### config.mk
export PLATFORM = sky130hd
export DESIGN_NAME = display_scan_flat
export DESIGN_NICKNAME = d
export VERILOG_FILES = /design/src/rtl/display_scan_pkg.sv /design/src/rtl/display_scan_if.sv /design/src/rtl/display_scan_prescaler.sv /design/src/rtl/display_scan.sv /design/src/flat_wrapper.sv
export SDC_FILE = /design/constraint.sdc
export NUM_CORES = 1
export LEC_CHECK = 0
export CAP_MARGIN = 10
export CORE_UTILIZATION = 40
export DETAILED_ROUTE_END_ITERATION = 12
export PLACE_DENSITY_LB_ADDON = 0.3
export SYNTH_ARGS = -nofsm -noshare
export SYNTH_HDL_FRONTEND = slang
export SYNTH_SLANG_ARGS = --single-unit
### constraint.sdc
create_clock -name clk -period 3.75 [get_ports clk]
set_clock_uncertainty 0.2 [all_clocks]
set_input_delay 0.75 -clock clk [delete_from_list [all_inputs] [get_ports clk]]
set_output_delay 0.75 -clock clk [all_outputs]
set_load 0.02 [all_outputs]
### src/rtl/display_scan_pkg.sv
// Shared constants for the 4-digit display scan path.
package display_pkg;
  localparam int         NUM_DIGITS = 4;
  localparam logic [3:0] BLANK_CODE = 4'hF;
  localparam logic [3:0] ANODE_OFF  = 4'b1111;
endpackage

### src/rtl/display_scan_if.sv
// Data/control bundle between the timer logic and the display scanner.
interface display_scan_if;
  import display_pkg::*;
  logic [4*NUM_DIGITS-1:0] digits_in;
  logic [NUM_DIGITS-1:0]   dp_in;
  logic                    load;
  logic [3:0]              sayac;
  logic [NUM_DIGITS-1:0]   anode;
  logic                    dp;
  logic                    scan_tick;

  modport master (output digits_in, dp_in, load, input sayac, anode, dp, scan_tick);
  modport slave  (input digits_in, dp_in, load, output sayac, anode, dp, scan_tick);
endinterface

### src/rtl/display_scan_prescaler.sv
// Modulo-SCAN_DIV slot counter; exposes its next value and terminal count.
module scan_prescaler #(
  parameter int SCAN_DIV = 100000,
  localparam int CNT_W = (SCAN_DIV > 1) ? $clog2(SCAN_DIV) : 1
) (
  input  logic             clk,
  input  logic             rst_n,
  output logic [CNT_W-1:0] cnt_nxt,
  output logic             tc
);
  logic [CNT_W-1:0] cnt;

  always_comb begin
    tc      = (cnt == CNT_W'(SCAN_DIV - 1));
    cnt_nxt = tc ? '0 : cnt + CNT_W'(1);
  end

  always_ff @(posedge clk) begin
    if (!rst_n) cnt <= '0;
    else        cnt <= cnt_nxt;
  end
endmodule

### src/rtl/display_scan.sv
// Multiplexes a frame-synchronous 4-digit BCD value onto one decoder input
// with active-low anodes, anode dead-time and optional leading-zero blanking.
module display_scan
  import display_pkg::*;
#(
  parameter int SCAN_DIV  = 100000,
  parameter int BLANK_CYC = 16,
  parameter int LZ_BLANK  = 1,
  localparam int CNT_W = (SCAN_DIV > 1) ? $clog2(SCAN_DIV) : 1
) (
  input  logic           clk,
  input  logic           rst_n,
  display_scan_if.slave  bus
);
  logic [CNT_W-1:0]        cnt_nxt;
  logic                    tc;
  logic [1:0]              idx, idx_nxt;
  logic                    frame;
  logic                    in_dead;
  logic [4*NUM_DIGITS-1:0] shadow_dig, active_dig, active_dig_nxt;
  logic [NUM_DIGITS-1:0]   shadow_dp, active_dp, active_dp_nxt;
  logic                    pending;

  function automatic logic [3:0] slot_code(input logic [4*NUM_DIGITS-1:0] d,
                                           input logic [1:0] k, input logic lz);
    logic all_zero;
    all_zero = 1'b1;
    // Digit k is a leading zero only if it and every more significant digit are zero.
    for (int j = NUM_DIGITS - 1; j >= 1; j--) begin
      if (j >= int'(k) && d[4*j +: 4] != 4'd0) all_zero = 1'b0;
    end
    if (lz && k != 2'd0 && all_zero) return BLANK_CODE;
    return d[4*k +: 4];
  endfunction

  scan_prescaler #(.SCAN_DIV(SCAN_DIV)) u_prescaler (
    .clk     (clk),
    .rst_n   (rst_n),
    .cnt_nxt (cnt_nxt),
    .tc      (tc)
  );

  generate
    if (BLANK_CYC == 0) begin : g_no_dead
      assign in_dead = 1'b0;
    end else begin : g_dead
      assign in_dead = (cnt_nxt < CNT_W'(BLANK_CYC));
    end
  endgenerate

  // A load landing on the frame boundary bypasses the shadow register.
  always_comb begin
    idx_nxt        = tc ? idx + 2'd1 : idx;
    frame          = tc && (idx == 2'd3);
    active_dig_nxt = active_dig;
    active_dp_nxt  = active_dp;
    if (frame) begin
      if (bus.load) begin
        active_dig_nxt = bus.digits_in;
        active_dp_nxt  = bus.dp_in;
      end else if (pending) begin
        active_dig_nxt = shadow_dig;
        active_dp_nxt  = shadow_dp;
      end
    end
  end

  // Stage p1: outputs are computed from next state so they are valid in slot cycle 0.
  always_ff @(posedge clk) begin
    if (!rst_n) begin
      idx           <= 2'd0;
      shadow_dig    <= '0;
      shadow_dp     <= '0;
      active_dig    <= '0;
      active_dp     <= '0;
      pending       <= 1'b0;
      bus.sayac     <= 4'd0;
      bus.anode     <= ANODE_OFF;
      bus.dp        <= 1'b1;
      bus.scan_tick <= 1'b0;
    end else begin
      idx <= idx_nxt;
      if (bus.load) begin
        shadow_dig <= bus.digits_in;
        shadow_dp  <= bus.dp_in;
      end
      if (frame)         pending <= 1'b0;
      else if (bus.load) pending <= 1'b1;
      active_dig    <= active_dig_nxt;
      active_dp     <= active_dp_nxt;
      bus.sayac     <= slot_code(active_dig_nxt, idx_nxt, LZ_BLANK != 0);
      bus.dp        <= ~active_dp_nxt[idx_nxt];
      bus.anode     <= in_dead ? ANODE_OFF : ~(4'b0001 << idx_nxt);
      bus.scan_tick <= frame;
    end
  end
endmodule

### src/flat_wrapper.sv
// flat-port wrapper written by rule: the top's interface ports become plain ports
module display_scan_flat import display_pkg::*;
#(
  parameter int SCAN_DIV  = 100000,
  parameter int BLANK_CYC = 16,
  parameter int LZ_BLANK  = 1,
  localparam int CNT_W = (SCAN_DIV > 1) ? $clog2(SCAN_DIV) : 1
)
  (clk, rst_n, bus_digits_in, bus_dp_in, bus_load, bus_sayac, bus_anode, bus_dp, bus_scan_tick);
  display_scan_if bus_i ();
  input  logic clk;
  input  logic rst_n;
  input wire logic [$bits(bus_i.digits_in)-1:0] bus_digits_in;
  input wire logic [$bits(bus_i.dp_in)-1:0] bus_dp_in;
  input wire logic [$bits(bus_i.load)-1:0] bus_load;
  output wire logic [$bits(bus_i.sayac)-1:0] bus_sayac;
  output wire logic [$bits(bus_i.anode)-1:0] bus_anode;
  output wire logic [$bits(bus_i.dp)-1:0] bus_dp;
  output wire logic [$bits(bus_i.scan_tick)-1:0] bus_scan_tick;
  assign bus_i.digits_in = bus_digits_in;
  assign bus_i.dp_in = bus_dp_in;
  assign bus_i.load = bus_load;
  assign bus_sayac = bus_i.sayac;
  assign bus_anode = bus_i.anode;
  assign bus_dp = bus_i.dp;
  assign bus_scan_tick = bus_i.scan_tick;
  display_scan #(.SCAN_DIV(SCAN_DIV), .BLANK_CYC(BLANK_CYC), .LZ_BLANK(LZ_BLANK)) u_core (.clk(clk), .rst_n(rst_n), .bus(bus_i));
endmodule
# Yosys cells after proc, flatten, opt, wreduce, memory -nomap -nowiden
# Cells that the tools add are included.
# totals
reg_bits	70
inputBits	23
out_inout_bits	10
elab_cells	52
# classes
addsub	2
order_cmp	4
n_eq_ne	2
shifts	2
n_mux	18
bitwise_logic	3
reduce_logical	10
# op_table
cell	count
$mux 16	3
$mux 4	5
$add 17x1->17 const B	1
$eq 17x17->1 const B	1
$lt 17x5->1 const B	1
$mux 17	1
$shiftx 16x5->4	1
$reduce_bool 4->1	3
$mux 1	7
$logic_and 1x1->1	4
$not 4->4	1
$reduce_or 2->1	2
$shl 1x2->4 const A	1
$lt 2x3->1 const B	1
$add 2x1->2 const B	1
$bmux 1 s2	1
$eq 2x2->1 const B	1
$ge 1x2->1 const A	1
$ge 2x2->1 const A	1
$mux 2	1
$not 1->1	2
$reduce_bool 2->1	1

# Logic depth before layout (Yosys ltp)
# Gate-level depths: netlist of run 1.
# depth
depth_word	12
ltp_mapped	11
depth_no_buf	8

# By module
# A second synthesis of run 1 with hierarchy kept.
# hier_totals
hier_cells	364
hier_area_um2	3288.2
# by_module_without_submodules
module	n_inst	cells_each	area_per_inst_um2	seq_area_each_um2
display_scan	1	268	2437.3	1061.0
scan_prescaler	1	96	850.8	340.3

# Worst setup path before layout of run 1
# OpenSTA, ideal clock, no wires.
# synth_timing
kind	reg-to-reg
startpoint	register u_core.u_prescaler.cnt[5]
endpoint	register u_core.bus.sayac[0]
setup_time_ns	0.125
arrival_time_ns	2.391
required_time_ns	3.425
setup_slack_ns	1.034
stages_incl_launch_ff	10
path_buffers	2
synth_period_minus_slack_ns	2.716
path_cell_list	dfxtp_1 -> buf_6 -> or4_4 -> nor4_4 -> and2_2 -> buf_4 -> mux2_2 -> o21ai_0 -> o21a_1 -> o21ai_0
# synth_via
elab_chain_cells	12
elab_cells_between_ends	21
classes_between	order compare: 2; eq/ne: 1; shift: 1; mux: 9; reduce/logical: 8
# synth_rtl
element	line	source
start: declaration	display_scan_prescaler.sv:11	logic [CNT_W-1:0] cnt;
start signal: assignment	display_scan_prescaler.sv:20	else cnt <= cnt_nxt;
$eq 17x17->1 *	display_scan_prescaler.sv:14	tc = (cnt == CNT_W'(SCAN_DIV - 1));
$logic_and 1x1->1	display_scan.sv:54	frame = tc && (idx == 2'd3);
$mux 16	display_scan.sv:57	if (frame) begin
$reduce_bool 4->1	display_scan.sv:30	if (j >= int'(k) && d[4*j +: 4] != 4'd0) all_zero = 1'b0;
$mux 1 or $logic_and 1x1->1 (tied branches)	display_scan.sv:30	
$mux 1 (2 in a row)	display_scan.sv:30	
$mux 1	display_scan.sv:70	if (!rst_n) begin
$logic_and 1x1->1	display_scan.sv:32	if (lz && k != 2'd0 && all_zero) return BLANK_CODE;
$mux 1	display_scan.sv:32	
$mux 1	display_scan.sv:70	
$mux 4 *	display_scan.sv:33	return d[4*k +: 4];
end signal: assignment	display_scan.sv:91	bus.sayac <= slot_code(active_dig_nxt, idx_nxt, LZ_BLANK != 0);
end: declaration	display_scan_if.sv:13	modport slave (input digits_in, dp_in, load, output sayac, anode, dp, scan_tick);
# Every way passes the cells marked *; elsewhere a longest branch is shown, timed or not. The select of a mux whose other input is x is not followed.
# A chain may end at the register's enable or synchronous reset.

# Worst setup path in the final report of run 1
# layout_timing
startpoint	register u_core.u_prescaler.cnt[0]
endpoint	register u_core.bus.sayac[3]
# Same word-level chain as after synthesis.

==> flow_metrics.env, run 1 <==
export IMPL_synth_area_leaders="dfxtp_1, nor2_1, mux2i_1, nand2_1, and2_1"
export IMPL_maxCapViolCount=0
export IMPL_placed_cell_area_sq_um=3750
export IMPL_critPathKind="register to register"
export IMPL_initial_utilization=0.417
export IMPL_reg2reg_depth=8
export IMPL_antennaDiodeCount=0
export IMPL_numCtsBuffers=9
export IMPL_synth_edf_count=0
export IMPL_r2r_start="u_core.u_prescaler.cnt[0]$_SDFF_PP0_"
export IMPL_synth_async_reset_ratio=0
export IMPL_setup_tns_final_ps=0
export IMPL_grt_ovfl_total=0
export IMPL_hold_ws_ps=251
export IMPL_yosysUniqueCellTypes=65
export IMPL_grt_first_pass_wirelength_mm=13.4
export IMPL_crit_path_end_kind="register"
export IMPL_post_cts_buffers=0
export IMPL_port_buffers=32
export IMPL_place_hpwl_mm=5.73
export IMPL_grt_setup_unrepaired="false"
export IMPL_finalMaxSlewViolations=0
export IMPL_ioPinCount=33
export IMPL_fillers=832
export IMPL_drc=0
export IMPL_first_global_vias=2746
export IMPL_worstHoldStart="u_core.u_prescaler.cnt[0]$_SDFF_PP0_"
export IMPL_htree_num_levels=3
export IMPL_cts_root_buffer="clkbuf_8"
export IMPL_relSlewSlack=0.434
export IMPL_tritoncts="yes"
export IMPL_ys_top_cells_by_count="dfxtp_1, nor2_1, nand2_1"
export IMPL_r2r_end="u_core.bus.sayac[3]$_SDFF_PN0_"
export IMPL_synth_flop_cell="dfxtp_1"
export IMPL_hp_class="register to register"
export IMPL_status="finished, final reports clean"
export IMPL_critPathLaunchType="register"
export IMPL_hold_viol=0
export IMPL_worst_ep_arrival_time_ps=3310
export IMPL_synthCells=394
export IMPL_holdPathEnd="u_core.u_prescaler.cnt[0]$_SDFF_PP0_"
export IMPL_yosysMostFrequentCell="dfxtp_1"
export IMPL_synth_nets=419
export IMPL_drt_pre_antenna_iters=5
export IMPL_crit_required_ps=3750
export IMPL_synth_seq_cells=70
export IMPL_cts_sinks=70
export IMPL_tightest_slew_ps=846
export IMPL_antenna_found_initial=0
export IMPL_grt_start_max_net_pins=43
export IMPL_finalCriticalPeriod_ps=3310
export IMPL_ir_worst_vdd_uv=133
export IMPL_hold_path_depth=1
export IMPL_area_growth_pct=14.0
export IMPL_drt_iter0_drc=173
export IMPL_fin_crit_sh=0.883
export IMPL_die_h_um=95.3
export IMPL_clk_pin_slew_ps=70
export IMPL_antenna_left=0
export IMPL_synth_top_area_cell="dfxtp_1"
export IMPL_rrSetupSlack_ps=440
export IMPL_worstPathMaxFanout=15
export IMPL_core_sq_um=8340
export IMPL_fp_dieW_um=95.3
export IMPL_wl_mm=8.29
export IMPL_synthesis_area_sq_um=3480
export IMPL_avgSynthCellArea_sq_um=8.84
export IMPL_viasPerCell=5.74
export IMPL_track_usage=0.194
export IMPL_layout_drive_gt1_share=0.0988
export IMPL_die_area_sq_um=9080
export IMPL_ys_seq_area_frac=0.402
export IMPL_power_density_nw_per_um2=389
export IMPL_leakage_nw=1.45
export IMPL_synth_top_cell_area_share=0.402
export IMPL_num_vias=2983
export IMPL_timing_fmax_mhz=302
export IMPL_place_congestion=0.909
export IMPL_cts_resized_gates=0
export IMPL_rows=33
export IMPL_final_cell_area_sq_um=3970
export IMPL_cts_max_path_buffers=2
export IMPL_setup_viol=0
export IMPL_nNetsFinal=435
export IMPL_hold_buffers=0
export IMPL_route_detailed_wl_per_inst_um=15.9
export IMPL_ys_warnings_count=0
export IMPL_clock_latency_ps=350
sequential cells by signal, indices dropped and copies added, names as in the netlist:
register                cells
u_core.pending              1
u_core.shadow_dp            4
u_core.shadow_dig          16
u_core.bus.dp               1
u_core.bus.sayac            4
u_core.active_dig          16
u_core.active_dp            4
u_core.u_prescaler.cnt     17
u_core.bus.scan_tick        1
u_core.idx                  2
u_core.bus.anode            4
where the power goes:
part | switching [mW] | internal (mW) | leakage (nW)
Clock | 0.305 | 0.376 | 0.109
Combinational | 0.0497 | 0.0441 | 0.773
Sequential | 0.0121 | 0.759 | 0.569
Total | 0.366 | 1.18 | 1.45
worst max path at each step:
stage,startpoint,to,slack (ps),depth (start not counted)
finish,u_core.u_prescaler.cnt[0]$_SDFF_PP0_,u_core.bus.sayac[3]$_SDFF_PN0_,440,8
global route,u_core.u_prescaler.cnt[0]$_SDFF_PP0_,u_core.bus.sayac[3]$_SDFF_PN0_,200,8
CTS,u_core.u_prescaler.cnt[0]$_SDFF_PP0_,u_core.bus.sayac[3]$_SDFF_PN0_,510,8
detailed placement,u_core.u_prescaler.cnt[0]$_SDFF_PP0_,u_core.bus.sayac[3]$_SDFF_PN0_,540,8
global placement,u_core.u_prescaler.cnt[0]$_SDFF_PP0_,u_core.bus.sayac[2]$_SDFF_PN0_,660,8
floorplan,u_core.u_prescaler.cnt[5]$_SDFF_PN0_,u_core.bus.sayac[0]$_SDFF_PN0_,1030,9
per-layer routing:
layer / part of all wire / GRT usage / routed length, um / up-vias
li1: - / - / - / 1459
met1: 0.48 / 0.261 / 4010 / 1415
met5: 0 / 0 / 0 / -
met4: 0.020 / 0.0871 / 162 / 0
met2: 0.44 / 0.297 / 3640 / 95
met3: 0.057 / 0.0415 / 474 / 14
cell families after synthesis:
family / Yosys count / share of synthesized area
AO/OA/AOI/OAI: 79 / 0.171
XOR/XNOR: 18 / 0.0474
adder cells (fa/ha/maj): 2 / 0.00719
buffers and inverters: 33 / 0.0614
flip-flops: 70 / 0.402
multiplexers: 20 / 0.0582
AND/OR/NAND/NOR: 172 / 0.252
critical path, cell delays in order, from the launching register on:
cell and delay, ps:
dfxtp_1 360, ha_1 230, and4_1 350, and4b_1 500
nand2_1 460, a221oi_1 540, and2b_2 260, nor3_1 160
o21ai_0 100
cell type report:
cell class	count	area [sq um]	share of cell area
Tap cell	105	131	0.0331
Sequential cell	70	1400	0.353
Inverter	3	11.3	0.00284
Clock buffer	9	124	0.0312
Multi-Input combinational cell	291	1870	0.470
Timing Repair Buffer	35	338	0.0851
Clock inverter	7	98.8	0.0249
through the flow:
step / util / power (mW) / worst slack (ps) / std cells
2_1_floorplan: - / 0.840 / 1030 / 394
3_3_place_gp: 0.449 / 0.880 / 661 / 504
3_5_place_dp: 0.449 / 0.882 / 539 / 504
4_1_cts: 0.476 / 1.56 / 509 / 520
5_1_grt: 0.476 / 1.60 / 202 / 520
6_report: 0.476 / 1.55 / 438 / 520
cells in the final DEF (no fill, tap or decap), types with 3 or more instances in the layout:
master | synthesis | final
nand3_1 | 13 | 13
o31ai_1 | 5 | 5
mux2i_1 | 18 | 18
a41oi_1 | 5 | 5
clkdlybuf4s50_1 | 0 | 31
and2_1 | 14 | 14
o21ai_0 | 12 | 12
clkinv_4 | 0 | 3
nor2b_1 | 5 | 5
and3_1 | 3 | 3
dfxtp_1 | 70 | 70
nand2_1 | 24 | 24
a21oi_1 | 12 | 12
nor4_1 | 6 | 6
a221o_2 | 3 | 3
o221ai_1 | 4 | 4
nor2_1 | 64 | 64
xnor2_1 | 8 | 8
buf_4 | 3 | 3
xor2_1 | 9 | 9
nand2b_1 | 7 | 7
a221oi_1 | 5 | 5
clkbuf_8 | 6 | 9
o22ai_1 | 3 | 3
nor3_1 | 13 | 13
a22oi_1 | 5 | 5
nand4_1 | 6 | 6
a32o_1 | 5 | 5
a211oi_1 | 3 | 3
No activity file was read; power rests on OpenSTA's default activity.
==> run 2, diff against run 1 <==
--- a/config.mk
+++ b/config.mk
@@ -8,6 +8,7 @@
 export CAP_MARGIN = 10
 export CORE_UTILIZATION = 40
 export DETAILED_ROUTE_END_ITERATION = 12
+export GPL_ROUTABILITY_DRIVEN = 0
 export PLACE_DENSITY_LB_ADDON = 0.3
 export SYNTH_ARGS = -nofsm -noshare
 export SYNTH_HDL_FRONTEND = slang
==> results of run 2 <==
Same layout as run 1: the final DEF is identical, and so are final timing and power.
